File: src/rtl/pipeline_hazard_unit_pkg.sv
// Shared hazard-unit definitions: stage indices, muldiv FSM states and
// the per-stage stall/bubble/nullify masks used by the priority encoder.
package hazard_info;

  localparam int unsigned STAGE_FETCH     = 0;
  localparam int unsigned STAGE_DECODE    = 1;
  localparam int unsigned STAGE_EXECUTE   = 2;
  localparam int unsigned STAGE_MEMORY    = 3;
  localparam int unsigned STAGE_WRITEBACK = 4;
  localparam int unsigned NUM_STAGES      = 5;

  typedef enum logic [1:0] {
    IDLE = 2'd0,
    BUSY = 2'd1,
    DONE = 2'd2
  } muldiv_state_t;

  // Exception squashes everything younger than writeback
  localparam logic [NUM_STAGES-1:0] NULLIFY_EXC      = 5'b01111;
  localparam logic [NUM_STAGES-1:0] NULLIFY_REDIRECT = 5'b00001;

  // Memory wait freezes fetch..memory, writeback receives a NOP
  localparam logic [NUM_STAGES-1:0] STALL_MEM        = 5'b01111;
  localparam logic [NUM_STAGES-1:0] BUBBLE_MEM       = 5'b10000;

  // HI/LO hazard freezes fetch..execute, memory receives a NOP
  localparam logic [NUM_STAGES-1:0] STALL_HILO       = 5'b00111;
  localparam logic [NUM_STAGES-1:0] BUBBLE_HILO      = 5'b01000;

  // Load-use freezes fetch..decode, execute receives a NOP
  localparam logic [NUM_STAGES-1:0] STALL_LOAD       = 5'b00011;
  localparam logic [NUM_STAGES-1:0] BUBBLE_LOAD      = 5'b00100;

endpackage

File: src/rtl/pipeline_hazard_unit_muldiv_busy_tracker.sv
// Multiplier/divider occupancy tracker: IDLE -> BUSY (N cycles) -> DONE.
// A start is accepted from IDLE or DONE unless suppressed.
module muldiv_busy_tracker
  import hazard_info::*;
#(
  parameter int unsigned MULT_CYCLES = 4,
  parameter int unsigned DIV_CYCLES  = 32
) (
  input  logic clk,
  input  logic reset,
  input  logic start,
  input  logic is_div,
  input  logic suppress,
  output logic busy,
  output logic done
);

  localparam int unsigned CW = (DIV_CYCLES > 1) ? $clog2(DIV_CYCLES) : 1;
  localparam logic [CW-1:0] MULT_LOAD = CW'(MULT_CYCLES - 1);
  localparam logic [CW-1:0] DIV_LOAD  = CW'(DIV_CYCLES - 1);

  muldiv_state_t state_q, state_d;
  logic [CW-1:0] cnt_q, cnt_d;
  logic          go;

  // Next-state and counter update; counter holds at zero, never wraps
  always_comb begin
    go      = start && !suppress;
    state_d = state_q;
    cnt_d   = cnt_q;
    case (state_q)
      IDLE, DONE: begin
        if (go) begin
          state_d = BUSY;
          cnt_d   = is_div ? DIV_LOAD : MULT_LOAD;
        end else begin
          state_d = IDLE;
        end
      end
      BUSY: begin
        if (cnt_q == '0) begin
          state_d = DONE;
        end else begin
          cnt_d = cnt_q - CW'(1);
        end
      end
      default: state_d = IDLE;
    endcase
  end

  // State and counter registers, asynchronous reset
  always_ff @(posedge clk or posedge reset) begin
    if (reset) begin
      state_q <= IDLE;
      cnt_q   <= '0;
    end else begin
      state_q <= state_d;
      cnt_q   <= cnt_d;
    end
  end

  assign busy = (state_q == BUSY);
  assign done = (state_q == DONE);

endmodule

File: src/rtl/pipeline_hazard_unit.sv
// Pipeline hazard controller: priority-encodes exception, memory wait,
// HI/LO and load-use hazards into per-stage stall/bubble/nullify.
// Optional statistics counters are enabled by defining HAZARD_STATS_EN.
module pipeline_hazard_unit
  import hazard_info::*;
#(
  parameter int unsigned MULT_CYCLES = 4,
  parameter int unsigned DIV_CYCLES  = 32
) (
  input  logic        clk,
  input  logic        reset,
  input  logic [4:0]  decode_rs,
  input  logic [4:0]  decode_rt,
  input  logic        decode_use_rs,
  input  logic        decode_use_rt,
  input  logic [4:0]  execute_dest_reg,
  input  logic        execute_is_load,
  input  logic        execute_muldiv_start,
  input  logic        execute_is_div,
  input  logic        execute_reads_hilo,
  input  logic        mem_req,
  input  logic        mem_ready,
  input  logic        exception,
  input  logic        redirect,
  output logic [4:0]  stall,
  output logic [4:0]  bubble,
  output logic [4:0]  nullify,
  output logic        muldiv_busy,
  output logic        muldiv_done
`ifdef HAZARD_STATS_EN
  ,
  output logic [31:0] stat_stall_cycles,
  output logic [31:0] stat_bubble_count
`endif
);

  logic load_use;
  logic mem_wait;
  logic hilo_hazard;
  logic start_suppress;

  // Hazard detection terms
  always_comb begin
    mem_wait    = mem_req && !mem_ready;
    hilo_hazard = muldiv_busy && (execute_reads_hilo || execute_muldiv_start);
    load_use    = execute_is_load && (execute_dest_reg != '0) &&
                  ((decode_use_rs && (decode_rs == execute_dest_reg)) ||
                   (decode_use_rt && (decode_rt == execute_dest_reg)));
  end

  // Priority encoder; redirect only squashes fetch when fetch is not held
  always_comb begin
    stall   = '0;
    bubble  = '0;
    nullify = '0;
    if (exception) begin
      nullify = NULLIFY_EXC;
    end else begin
      if (mem_wait) begin
        stall  = STALL_MEM;
        bubble = BUBBLE_MEM;
      end else if (hilo_hazard) begin
        stall  = STALL_HILO;
        bubble = BUBBLE_HILO;
      end else if (load_use) begin
        stall  = STALL_LOAD;
        bubble = BUBBLE_LOAD;
      end
      if (redirect && !stall[STAGE_FETCH]) begin
        nullify = NULLIFY_REDIRECT;
      end
    end
  end

  // A start is only taken when execute advances and no exception commits
  always_comb begin
    start_suppress = exception || stall[STAGE_EXECUTE];
  end

  muldiv_busy_tracker #(
    .MULT_CYCLES (MULT_CYCLES),
    .DIV_CYCLES  (DIV_CYCLES)
  ) u_tracker (
    .clk      (clk),
    .reset    (reset),
    .start    (execute_muldiv_start),
    .is_div   (execute_is_div),
    .suppress (start_suppress),
    .busy     (muldiv_busy),
    .done     (muldiv_done)
  );

`ifdef HAZARD_STATS_EN
  logic [31:0] stall_cycles_q, stall_cycles_d;
  logic [31:0] bubble_count_q, bubble_count_d;
  logic [32:0] bubble_sum;

  // Saturating statistics update
  always_comb begin
    stall_cycles_d = stall_cycles_q;
    if ((stall != '0) && (stall_cycles_q != '1)) begin
      stall_cycles_d = stall_cycles_q + 32'd1;
    end
    bubble_sum     = {1'b0, bubble_count_q} + 33'($countones(bubble));
    bubble_count_d = bubble_sum[32] ? '1 : bubble_sum[31:0];
  end

  // Statistics registers
  always_ff @(posedge clk or posedge reset) begin
    if (reset) begin
      stall_cycles_q <= '0;
      bubble_count_q <= '0;
    end else begin
      stall_cycles_q <= stall_cycles_d;
      bubble_count_q <= bubble_count_d;
    end
  end

  assign stat_stall_cycles = stall_cycles_q;
  assign stat_bubble_count = bubble_count_q;
`endif

endmodule

File: config.mk
export PLATFORM = sky130hd
export DESIGN_NAME = pipeline_hazard_unit
export DESIGN_NICKNAME = d
export VERILOG_FILES = /design/src/rtl/pipeline_hazard_unit_pkg.sv /design/src/rtl/pipeline_hazard_unit_muldiv_busy_tracker.sv /design/src/rtl/pipeline_hazard_unit.sv
export SDC_FILE = /design/constraint.sdc
export NUM_CORES = 1
export LEC_CHECK = 0
export ABC_AREA = 1
export CAP_MARGIN = 40
export CORE_ASPECT_RATIO = 0.6
export CORE_MARGIN = 4
export CORE_UTILIZATION = 35
export DETAILED_ROUTE_END_ITERATION = 7
export HOLD_SLACK_MARGIN = 0.1
export PLACE_DENSITY = 0.73
export SLEW_MARGIN = 40
export SYNTH_ARGS = -nofsm -noshare
export SYNTH_HDL_FRONTEND = slang
export SYNTH_HIERARCHICAL = 1
export SYNTH_SLANG_ARGS = --single-unit
File: constraint.sdc
create_clock -name clk -period 1.3 [get_ports clk]
set_input_delay 0.26 -clock clk [delete_from_list [all_inputs] [get_ports clk]]
set_output_delay 0.26 -clock clk [all_outputs]
set_load 0.02 [all_outputs]
==> flow_metrics.env <==
export IMPL_run_status="finished with violations"
export IMPL_violations="setup timing"
export IMPL_cp_required_ns=1.04
export IMPL_cp_common_cell="buf_6"
export IMPL_fin_worst_skew_ns=0.00276
export IMPL_overflow=0
export IMPL_synth_top_area_frac=0.220
export IMPL_synth_warnings=6
export IMPL_ys_ff_latch=7
export IMPL_synth_area_top_cells="nand2_1, dfrtp_1, inv_1"
export IMPL_avgRoutedWirePerCell_microns=11.1
export IMPL_max_freq_ghz=0.639
export IMPL_path_delay_family="flip-flops"
export IMPL_critical_path_class="flop to primary output"
export IMPL_fill_cells=200
export IMPL_grt_pass1_wl_mm=3.82
export IMPL_path_cells="nor2_8 -> o21ai_4 -> nand2_2 -> inv_4 -> buf_6 -> nor2_4 -> buf_6"
export IMPL_root_buffer="clkbuf_8"
export IMPL_finalWirelength_mm=2.42
export IMPL_yosysMostFrequentCell="nand2_1"
export IMPL_layout_setup_ws_ns=-0.266
export IMPL_finalNetCount=216
export IMPL_io_buffer_count=39
export IMPL_diodes=0
export IMPL_antenna_found_initial=0
export IMPL_async_flop_share=1.00
export IMPL_postCtsHoldBufs=0
export IMPL_fp_dieH_microns=45.1
export IMPL_fp_dieArea_sq_mm=0.00315
export IMPL_power_switching_mw=1.05
export IMPL_report_final_slew_viol_count=0
export IMPL_p_clk_frac=0.137
export IMPL_vias=971
export IMPL_netlist_area_sq_um=803
export IMPL_path_max_fanout=4
export IMPL_h_tree_depth=1
export IMPL_fp_row_count=13
export IMPL_synthCells=137
export IMPL_gp_congestion=0.901
export IMPL_ant_nets=0
export IMPL_final_area_sq_mm=0.00134
export IMPL_hold_viol=0
export IMPL_hp_class="input port to asynchronous set/reset pin"
export IMPL_crit_slowest_cell="dfrtp_2"
export IMPL_synth_top_cell_by_area="nand2_1"
export IMPL_hpwl_mm=1.90
export IMPL_combPwrFrac=0.681
export IMPL_critPathBufInv=3
export IMPL_path_clk_slew_ns=0.04
export IMPL_p_int_mw=1.23
export IMPL_synth_flop_cell="dfrtp_1"
export IMPL_drt_first_pass_iters=4
export IMPL_critPathCaptureType="primary output"
export IMPL_power_frac_seq=0.182
export IMPL_power_density_mw_per_mm2=1700
export IMPL_drive_above_1_share=0.422
export IMPL_p_sw_frac=0.460
export IMPL_avgSynthCellArea_sq_um=5.86
export IMPL_irDropWorstVdd_mv=0.935
export IMPL_io_pins=44
export IMPL_numCtsBuffers=3
export IMPL_die_w_microns=69.8
export IMPL_power_mw=2.28
export IMPL_ys_types=21
export IMPL_cp_arrival_ns=1.31
export IMPL_clkLatencyLatePin_ns=0.23
export IMPL_p_leak_nw=0.769
export IMPL_seq_area_sq_um=176
export IMPL_max_cap_violations=0
export IMPL_multiInputGateArea_sq_um=559
export IMPL_crit_path_start_kind="flop"
export IMPL_grt_max_degree=9
export IMPL_track_usage=0.154
export IMPL_start_util=0.369
export IMPL_grt_setup_unrepaired="true"
export IMPL_syn2layout_area_growth_pct=66.8
export IMPL_cpPeakStageDelay_ns=0.44
export IMPL_dpl_cell_area_sq_mm=0.00123
export IMPL_cts_max_path_buffers=2
export IMPL_setup_viol=15
export IMPL_cts_tree="yes"
export IMPL_finish_utilization=0.615
export IMPL_core_area_sq_mm=0.00218
export IMPL_grt_pass1_vias=955
export IMPL_synthTopCellsByCount="nand2_1, inv_1, nor2_1"
export IMPL_min_period_ns=1.57
export IMPL_drcViolationCount=0
export IMPL_drtIter0Drc=27
export IMPL_ys_seq_area_frac=0.218
export IMPL_period_share=1.20
export IMPL_via_per_inst=4.47
export IMPL_synth_edff_count=0
export IMPL_clock_sinks=7
==> power by group through the flow <==
| stage | logic (mW) | registers (mW) | clock network (mW) |
|---|---|---|---|
| floorplan | 0.838 | 0.393 | 0 |
| global placement | 1.19 | 0.409 | 0 |
| detailed placement | 1.24 | 0.412 | 0 |
| CTS | 1.39 | 0.413 | 0.317 |
| global route | 1.69 | 0.431 | 0.331 |
| finish | 1.55 | 0.415 | 0.313 |
==> logic make-up (layout without fill, tap and decap cells) <==
logic type,after synthesis,after routing,share of synthesized area
compound gates,6,6,0.0514
fa+ha+maj,1,1,0.0156
buf+inv,37,84,0.215
flops,7,7,0.218
other cells,1,4,0.00467
simple gates,85,85,0.495
==> per-layer routing <==
metal | vias up | share of wire | global-route usage | routed length [microns]
met4 | 0 | 0.024 | 0.0649 | 59
met2 | 34 | 0.50 | 0.283 | 1200
met3 | 8 | 0.058 | 0.0400 | 140
li1 | 500 | - | - | -
met1 | 429 | 0.42 | 0.174 | 1020
met5 | - | 0 | 0 | 0
==> layout make-up <==
| type | instances | share of cell area |
|---|---|---|
| multi-input combinational | 96 | 0.417 |
| sequential | 7 | 0.132 |
| inverter | 28 | 0.0803 |
| timing repair buffer | 52 | 0.309 |
| clock buffer | 4 | 0.0336 |
| tap | 30 | 0.0280 |
==> registers in the layout (all words and copies together) (netlist names) <==
name / flops
u_tracker/state_q: 2
u_tracker/cnt_q: 5
==> metrics by stage <==
| step | hold WS [ns] | TNS [ns] | worst slack, ns | instances |
|---|---|---|---|---|
| finish | 0.268 | -2.78 | -0.266 | 217 |
| global route | 0.303 | -3.81 | -0.341 | 217 |
| CTS | 0.283 | -2.49 | -0.281 | 213 |
| detailed placement | 0.499 | -12.03 | -1.07 | 205 |
| global placement | 0.499 | -11.77 | -1.04 | 205 |
| floorplan | 0.0634 | -0.634 | -0.135 | 140 |
==> final timing paths <==
path | slack, ns | end | cells after the start | startpoint
setup / recovery | -0.27 | stall[2] | 7 | u_tracker/state_q[1]
hold / removal | 0.27 | u_tracker/cnt_q[4] | 2 | reset
setup reg to reg | -0.20 | u_tracker/cnt_q[4] | 11 | u_tracker/state_q[0]
hold reg to reg | 0.52 | u_tracker/cnt_q[0] | 2 | u_tracker/cnt_q[0]
max in group asynchronous | 0.79 | u_tracker/state_q[1] | 2 | reset
min in group clk | 0.52 | u_tracker/cnt_q[0] | 2 | u_tracker/cnt_q[0]
==> worst register-to-register path, cell delays in order, from the launching register on <==
cell	delay [ns]
dfrtp_1	0.38
inv_2	0.11
nor2_8	0.04
o21ai_4	0.07
nand2_2	0.09
inv_4	0.10
nand2_4	0.07
buf_6	0.11
nand3b_4	0.20
nand2_8	0.14
nand3_2	0.07
nand2_2	0.06
==> cells in the final DEF, fill, tap and decap left out, types with 7 or more instances in the layout <==
| cell type | instances |
|---|---|
| clkbuf_2 | 12 |
| nand2_1 | 40 |
| inv_1 | 20 |
| nand2_2 | 7 |
| nor2_1 | 10 |
| nand3_1 | 10 |
| inv_2 | 7 |
| buf_4 | 11 |
| dlygate4sd2_1 | 7 |
| buf_6 | 12 |
==> what timing repair did <==
item,in CTS,in global routing
buffers inserted,4,5
setup endpoints to repair,19,18
gates resized for setup,115,42
pin swaps,28,22
Power figures use the tool's default switching activity.
